File: src/rtl/tdm_demux.sv
// tdm_demux: receive side of a TDM link. It de-interleaves CHANNELS slots per
// frame into parallel registered outputs and tracks alignment with a HUNT/LOCKED FSM.
// Ports:
//   clk, rst                       clock and async active-high reset
//   din, din_valid, frame_sync     slot beat input; sync marks slot 0
//   ch_data                        last complete frame, ch k at [k*WIDTH +: WIDTH]
//   frame_valid                    1-cycle pulse when ch_data updates
//   locked, slot_idx, sync_err     alignment status
module tdm_demux #(
    parameter int WIDTH    = 8,
    parameter int CHANNELS = 4,
    localparam int SW      = $clog2(CHANNELS)
) (
    input  logic                      clk,
    input  logic                      rst,
    input  logic [WIDTH-1:0]          din,
    input  logic                      din_valid,
    input  logic                      frame_sync,
    output logic [CHANNELS*WIDTH-1:0] ch_data,
    output logic                      frame_valid,
    output logic                      locked,
    output logic [SW-1:0]             slot_idx,
    output logic                      sync_err
);

    typedef enum logic {
        HUNT   = 1'b0,
        LOCKED = 1'b1
    } state_t;

    localparam logic [SW-1:0] LAST = SW'(CHANNELS - 1);
    localparam logic [SW-1:0] ONE  = SW'(1);

    state_t                r_state;
    state_t                w_state_nxt;
    logic [SW-1:0]         r_slot;
    logic [SW-1:0]         w_slot_nxt;
    logic                  w_wr;
    logic [SW-1:0]         w_wr_idx;
    logic                  w_done;
    logic                  w_err;
    logic [WIDTH-1:0]      r_shadow [CHANNELS-1];
    logic [CHANNELS*WIDTH-1:0] r_ch_data;
    logic                  r_frame_valid;
    logic                  r_sync_err;

    always_comb begin
        w_state_nxt = r_state;
        w_slot_nxt  = r_slot;
        w_wr        = 1'b0;
        w_wr_idx    = r_slot;
        w_done      = 1'b0;
        w_err       = 1'b0;
        if (din_valid) begin
            unique case (r_state)
                HUNT: begin
                    if (frame_sync) begin
                        w_wr        = 1'b1;
                        w_wr_idx    = '0;
                        w_slot_nxt  = ONE;
                        w_state_nxt = LOCKED;
                    end
                end
                LOCKED: begin
                    if (frame_sync) begin
                        // Early sync drops the partial frame and restarts at slot 0.
                        w_err      = (r_slot != '0);
                        w_wr       = 1'b1;
                        w_wr_idx   = '0;
                        w_slot_nxt = ONE;
                    end else if (r_slot == '0) begin
                        w_err       = 1'b1;
                        w_slot_nxt  = '0;
                        w_state_nxt = HUNT;
                    end else if (r_slot == LAST) begin
                        w_done     = 1'b1;
                        w_slot_nxt = '0;
                    end else begin
                        w_wr       = 1'b1;
                        w_slot_nxt = r_slot + ONE;
                    end
                end
                default: begin
                    w_state_nxt = HUNT;
                    w_slot_nxt  = '0;
                end
            endcase
        end
    end

    always_ff @(posedge clk or posedge rst) begin
        if (rst) begin
            r_state       <= HUNT;
            r_slot        <= '0;
            r_frame_valid <= 1'b0;
            r_sync_err    <= 1'b0;
        end else begin
            r_state       <= w_state_nxt;
            r_slot        <= w_slot_nxt;
            r_frame_valid <= w_done;
            r_sync_err    <= w_err;
        end
    end

    always_ff @(posedge clk or posedge rst) begin
        if (rst) begin
            for (int k = 0; k < CHANNELS - 1; k++) begin
                r_shadow[k] <= '0;
            end
        end else if (w_wr) begin
            for (int k = 0; k < CHANNELS - 1; k++) begin
                if (w_wr_idx == SW'(k)) begin
                    r_shadow[k] <= din;
                end
            end
        end
    end

    // The last slot goes straight to the output, so frames run at full rate.
    always_ff @(posedge clk or posedge rst) begin
        if (rst) begin
            r_ch_data <= '0;
        end else if (w_done) begin
            for (int k = 0; k < CHANNELS - 1; k++) begin
                r_ch_data[k*WIDTH +: WIDTH] <= r_shadow[k];
            end
            r_ch_data[(CHANNELS-1)*WIDTH +: WIDTH] <= din;
        end
    end

    assign ch_data     = r_ch_data;
    assign frame_valid = r_frame_valid;
    assign sync_err    = r_sync_err;
    assign locked      = (r_state == LOCKED);
    assign slot_idx    = r_slot;

endmodule
File: config.mk
export PLATFORM = sky130hd
export DESIGN_NAME = tdm_demux
export DESIGN_NICKNAME = d
export VERILOG_FILES = /design/src/rtl/tdm_demux.sv
export SDC_FILE = /design/constraint.sdc
export NUM_CORES = 1
export LEC_CHECK = 0
export CAP_MARGIN = 20
export CORE_ASPECT_RATIO = 1.1
export CORE_MARGIN = 1.5
export CORE_UTILIZATION = 40
export DETAILED_ROUTE_END_ITERATION = 8
export GPL_ROUTABILITY_DRIVEN = 1
export PLACE_DENSITY = 0.69
export SLEW_MARGIN = 20
export SYNTH_ARGS = -nofsm -noshare
export SYNTH_HDL_FRONTEND = slang
export SYNTH_SLANG_ARGS = --single-unit
File: constraint.sdc
create_clock -name clk -period 3.2 [get_ports clk]
set_input_delay 0.96 -clock clk [delete_from_list [all_inputs] [get_ports clk]]
set_output_delay 0.96 -clock clk [all_outputs]
set_load 0.05 [all_outputs]
## Word-level counts from Yosys, hierarchy flattened

Cells that the tools add are included.

| word-level totals | value |
|---|---|
| register bits | 61 |
| input bits | 12 |
| output and inout port bits | 37 |
| logic and storage cells | 46 |

| operators by class | value |
|---|---|
| $add $sub $neg | 1 |
| eq/ne operators | 4 |
| mux-type cells | 25 |
| bitwise gates (word level) | 1 |
| reduce and logical (&&, ||, !) cells | 7 |

Operator list:

| kind | count |
|---|---|
| $mux W1 | 16 |
| $mux W2 | 6 |
| $reduce_and A2 Y1 | 4 |
| $eq A2 B2 Y1 const B | 2 |
| $logic_not A2 Y1 | 2 |
| $pmux W1 S2 | 2 |
| $pmux W2 S2 | 1 |
| $add A2 B1 Y2 const B | 1 |
| $eq A2 B1 Y1 const B | 1 |
| $ne A2 B2 Y1 const B | 1 |
| $reduce_bool A2 Y1 | 1 |
| $not A1 Y1 | 1 |

## Depth between registers and ports, before layout

| logic depth | value |
|---|---|
| depth in word-level cells | 7 |
| mapped depth | 5 |
| depth with buffers taken out | 5 |

## Worst setup path after synthesis

No wires, ideal clock.

| path | value |
|---|---|
| path kind | flip-flop to flip-flop |
| start | register r_slot[0], in the netlist slot_idx[0] |
| end | register r_shadow[16] (netlist bit) |
| library setup time | 0.125 ns |
| arrival | 2.165 ns |
| data required time | 3.075 ns |
| setup slack | 0.910 ns |
| cell stages (with the launch flop) | 6 |
| buffers on the path | 0 |
| clock period less this slack | 2.290 ns |
| cell sequence | dfrtp_1 > inv_1 > ha_1 > and4bb_2 > o21ai_2 > mux2_2 |

| on the way | value |
|---|---|
| cells in the longest elaborated chain, start to end | 7 |
| elaborated cells on any way between the ends | 11 |
| classes of those cells | eq/ne (1); mux (7); reduce/logical (3) |

Ends and longest elaborated chain:

| item | line | RTL |
|---|---|---|
| from (decl) | 36 | `logic [SW-1:0] r_slot;` |
| from (signal assigned) | 99 | `r_slot <= w_slot_nxt;` |
| $eq A2 B2 Y1 | 75 | `end else if (r_slot == LAST) begin` |
| $mux W1 | 75 |  |
| $mux W1 | 71 | `end else if (r_slot == '0) begin` |
| $mux W1 | 65 | `if (frame_sync) begin` |
| $pmux W1 S2 | 55 | `unique case (r_state)` |
| $mux W1 | 54 | `if (din_valid) begin` |
| $reduce_and A2 Y1 (no source line) * | - |  |
| to (signal, indexed assignment) | 113 | `r_shadow[k] <= din;` |
| to (decl) | 42 | `logic [WIDTH-1:0] r_shadow [CHANNELS-1];` |

Every way passes the cells marked *; elsewhere a longest branch is shown, timed or not.
A chain may end at the register's enable or synchronous reset.

## Worst setup path in the final report

| path | value |
|---|---|
| start | register r_state, in the netlist locked |
| end | output port locked |

RTL lines:

| item | line | RTL |
|---|---|---|
| from (decl) | 34 | `state_t r_state;` |
| from (signal assigned) | 98 | `r_state <= w_state_nxt;` |
| to (decl) | 21 | `output logic locked,` |

No word-level cell between the ends.

==> results.md <==
* CTS Hold Bufs at 0
* Buf+Inv Stages, Crit Path at 1
* CTS resizes at 0
* Final core utilization at 0.541
* Psw at 1300 uW
* Critical path cell sequence: clkdlybuf4s50_1
* First DRT Iteration DRCs at 48
* Die H at 83.9 um
* Area leader, netlist: dfrtp_1
* Number of iterations in the first detailed-routing pass at 2
* Synthesis-stage register bit count at 61
* Clk slew on worst S/H paths at 60 ps
* Total wire length at 4.28 mm
* Startpoint types: register
* Largest net degree at the start of global routing at 43
* Sum of negative setup slack at 0 ps
* Setup WS pre-CTS at 477 ps
* Finish-stage setup viols at 0
* Layout cells sized above 1 at 0.374
* HPWL after detailed placement at 2.99 mm
* Worst EP required at 2240 ps
* Vias in the first global route at 1475
* Port Buf Inserts at 48
* Post-synth top area share at 0.642
* Initial antenna violation count at 0
* Critical Path AT at 1710 ps
* Cells after Synth at 145
* Area of the multi-input gates at 812 um^2
* Slew Viols, Final at 0
* CTS buffer count at 9
* Power share of the clock group at 0.171
* HP Class: reg -> reg
* Via count at 1336
* Rel. slew slack at 0.613
* First-pass GRT wire length at 7.51 mm
* DIE WIDTH at 76.5 um
* Largest delay share family, worst path: buffers and inverters
* Filler instances at 472
* GRT Util Overall at 0.154
* Overall power at 3240 uW
* CTS tree: yes
* # diodes at 0
* Clock root buffer: clkbuf_8
* GR Overflow Total at 0
* Syn Area/Cell at 16.4 um^2
* Actual slew at the worst max-slew pin at 581 ps
* MaxCap Viol Count at 0
* Finished Layout Cells at 283
* Final min period at 2670 ps
* Tcrit/Tclk final at 0.833
* CP max stage cell: clkdlybuf4s50_1
* Area growth syn-to-layout at 31.3%
* Storage cell area at 0.00153 mm^2
* Layout net count at 218
* CP Class: reg -> out
* Register area share after synthesis at 0.642
* F_max at 375 MHz
* Synthesized area at 0.00238 mm^2
* I/O Pins at 49
* RSZ-0062 raised after global routing: false
* Placer Congestion at 0.712
* Clock latency on the worst-skew pair at 320 ps
* Antenna viol nets, final at 0
* Clk_skew at 3.99 ps
* Crit-path max FO at 8
* Outcome: completed
* CP Capture Type: output port
* Combinational power share at 0.444
* CP peak stage delay at 870 ps
* Leakage power at 0.00142 uW
* Internal at 1940 uW
* Core Area at 0.00577 mm^2
* Drt via density at 4.72
* Drt drc at 0
* Top post-synthesis cells by area: dfrtp_1 64%, mux2_2 27%, ha_1 2.1%
* Post-Syn Nets at 161
* Power Density at 1040 mW/mm^2
* Placed Cells at 268
* Starting density of the core at 0.412
* FP Rows at 29
* H-Tree Depth at 3
* DIE AREA at 0.00642 mm^2
* Sw Share at 0.401
* Ys Warns at 0
* TritonCTS Sinks at 61
* Post-CTS setup buffers at 0
* Post-route setup slack at 533 ps
* VDD IR-drop max at 460 uV
* Final Hold Vio Count at 0
* DR WL/cell at 15.1 um
* Register share of total power at 0.385
* Clk buf depth at 2
* Synth cell types at 16
## placed cells by master, fill, tap and decap left out, types with 2 or more instances in the layout
cell	count
dfrtp_1	61
mux2_2	56
clkdlybuf4s50_1	48
clkbuf_8	10
inv_1	4
ha_1	4
nand2_1	3
clkbuf_1	3
nor3_4	2
a21oi_1	2
clkinv_2	2
## per-stage QoR
stage	hold WS [ps]	cell area, um^2
after floorplan	475	2380
after detailed placement	489	2960
after CTS	503	3120
after global routing	524	3120
after global placement	484	2960
final	498	3120
## metal layers
layer	vias up	wire, um	global-route usage
li1	624	-	-
met1	680	1830	0.196
met2	25	2270	0.249
met3	7	112	0.0317
met4	0	74	0.0774
met5	-	0	0
## final timing paths
| check | startpoint | to | slack [ps] | cells after the start |
|---|---|---|---|---|
| setup / recovery | locked$_DFFE_PP0P_ | locked | 530 | 1 |
| max in group asynchronous | rst | ch_data[7]$_DFFE_PP0P_ | 1650 | 3 |
| min in group asynchronous | rst | ch_data[0]$_DFFE_PP0P_ | 970 | 2 |
| hold reg to reg | r_shadow[17]$_DFFE_PP0P_ | ch_data[1]$_DFFE_PP0P_ | 500 | 1 |
| hold / removal | r_shadow[17]$_DFFE_PP0P_ | ch_data[1]$_DFFE_PP0P_ | 500 | 1 |
| setup reg to reg | slot_idx[1]$_DFFE_PP0P_ | r_shadow[20]$_DFFE_PP0P_ | 980 | 5 |
## worst reg2reg max path: cells and delay by family (launching register included)
family                     cells  cell delay (ps)
and+or+nand+nor                1              260
buffers and inverters          1              140
adders and majority gates      1              350
AOI/OAI and AO/OA              1              470
DFF                            1              480
muxes                          1              410
## kinds of logic after synthesis
family	Yosys count	synth area share
buffers and inverters	9	0.0163
and+or+nand+nor	10	0.0426
adders and majority gates	4	0.0211
muxes	56	0.265
DFF	61	0.642
AOI/OAI and AO/OA	5	0.0126
## registers in the layout, summed over array words and instances, names as in the netlist
register and cells:
frame_valid 1, sync_err 1, slot_idx 2, locked 1
ch_data 32, r_shadow 24
## synth_stat cells
master / count
mux2_2: 56
nand4b_4: 1
nor3_4: 2
o21ai_0: 1
nor3_1: 1
nand2_1: 3
and4bb_2: 1
ha_1: 4
a31oi_1: 1
o21ai_2: 1
nor2_1: 1
dfrtp_1: 61
a21oi_1: 2
nand4_2: 1
inv_1: 5
buf_2: 4
## power groups by stage
stage | logic, uW | registers [uW] | clock network (uW)
floorplan | 379 | 1840 | 0
global placement | 1420 | 1250 | 0
detailed placement | 1450 | 1270 | 0
CTS | 1450 | 1250 | 570
global route | 1500 | 1290 | 608
finish | 1440 | 1250 | 554
## cell type report
cell class                 instances  area share
clock buffer                      13      0.0477
clock inverter                     2     0.00321
tap                               77      0.0309
inverter                           5     0.00601
timing repair buffer              50       0.163
sequential                        61       0.489
multi-input combinational         75       0.260
Power figures use the tool's default switching activity.
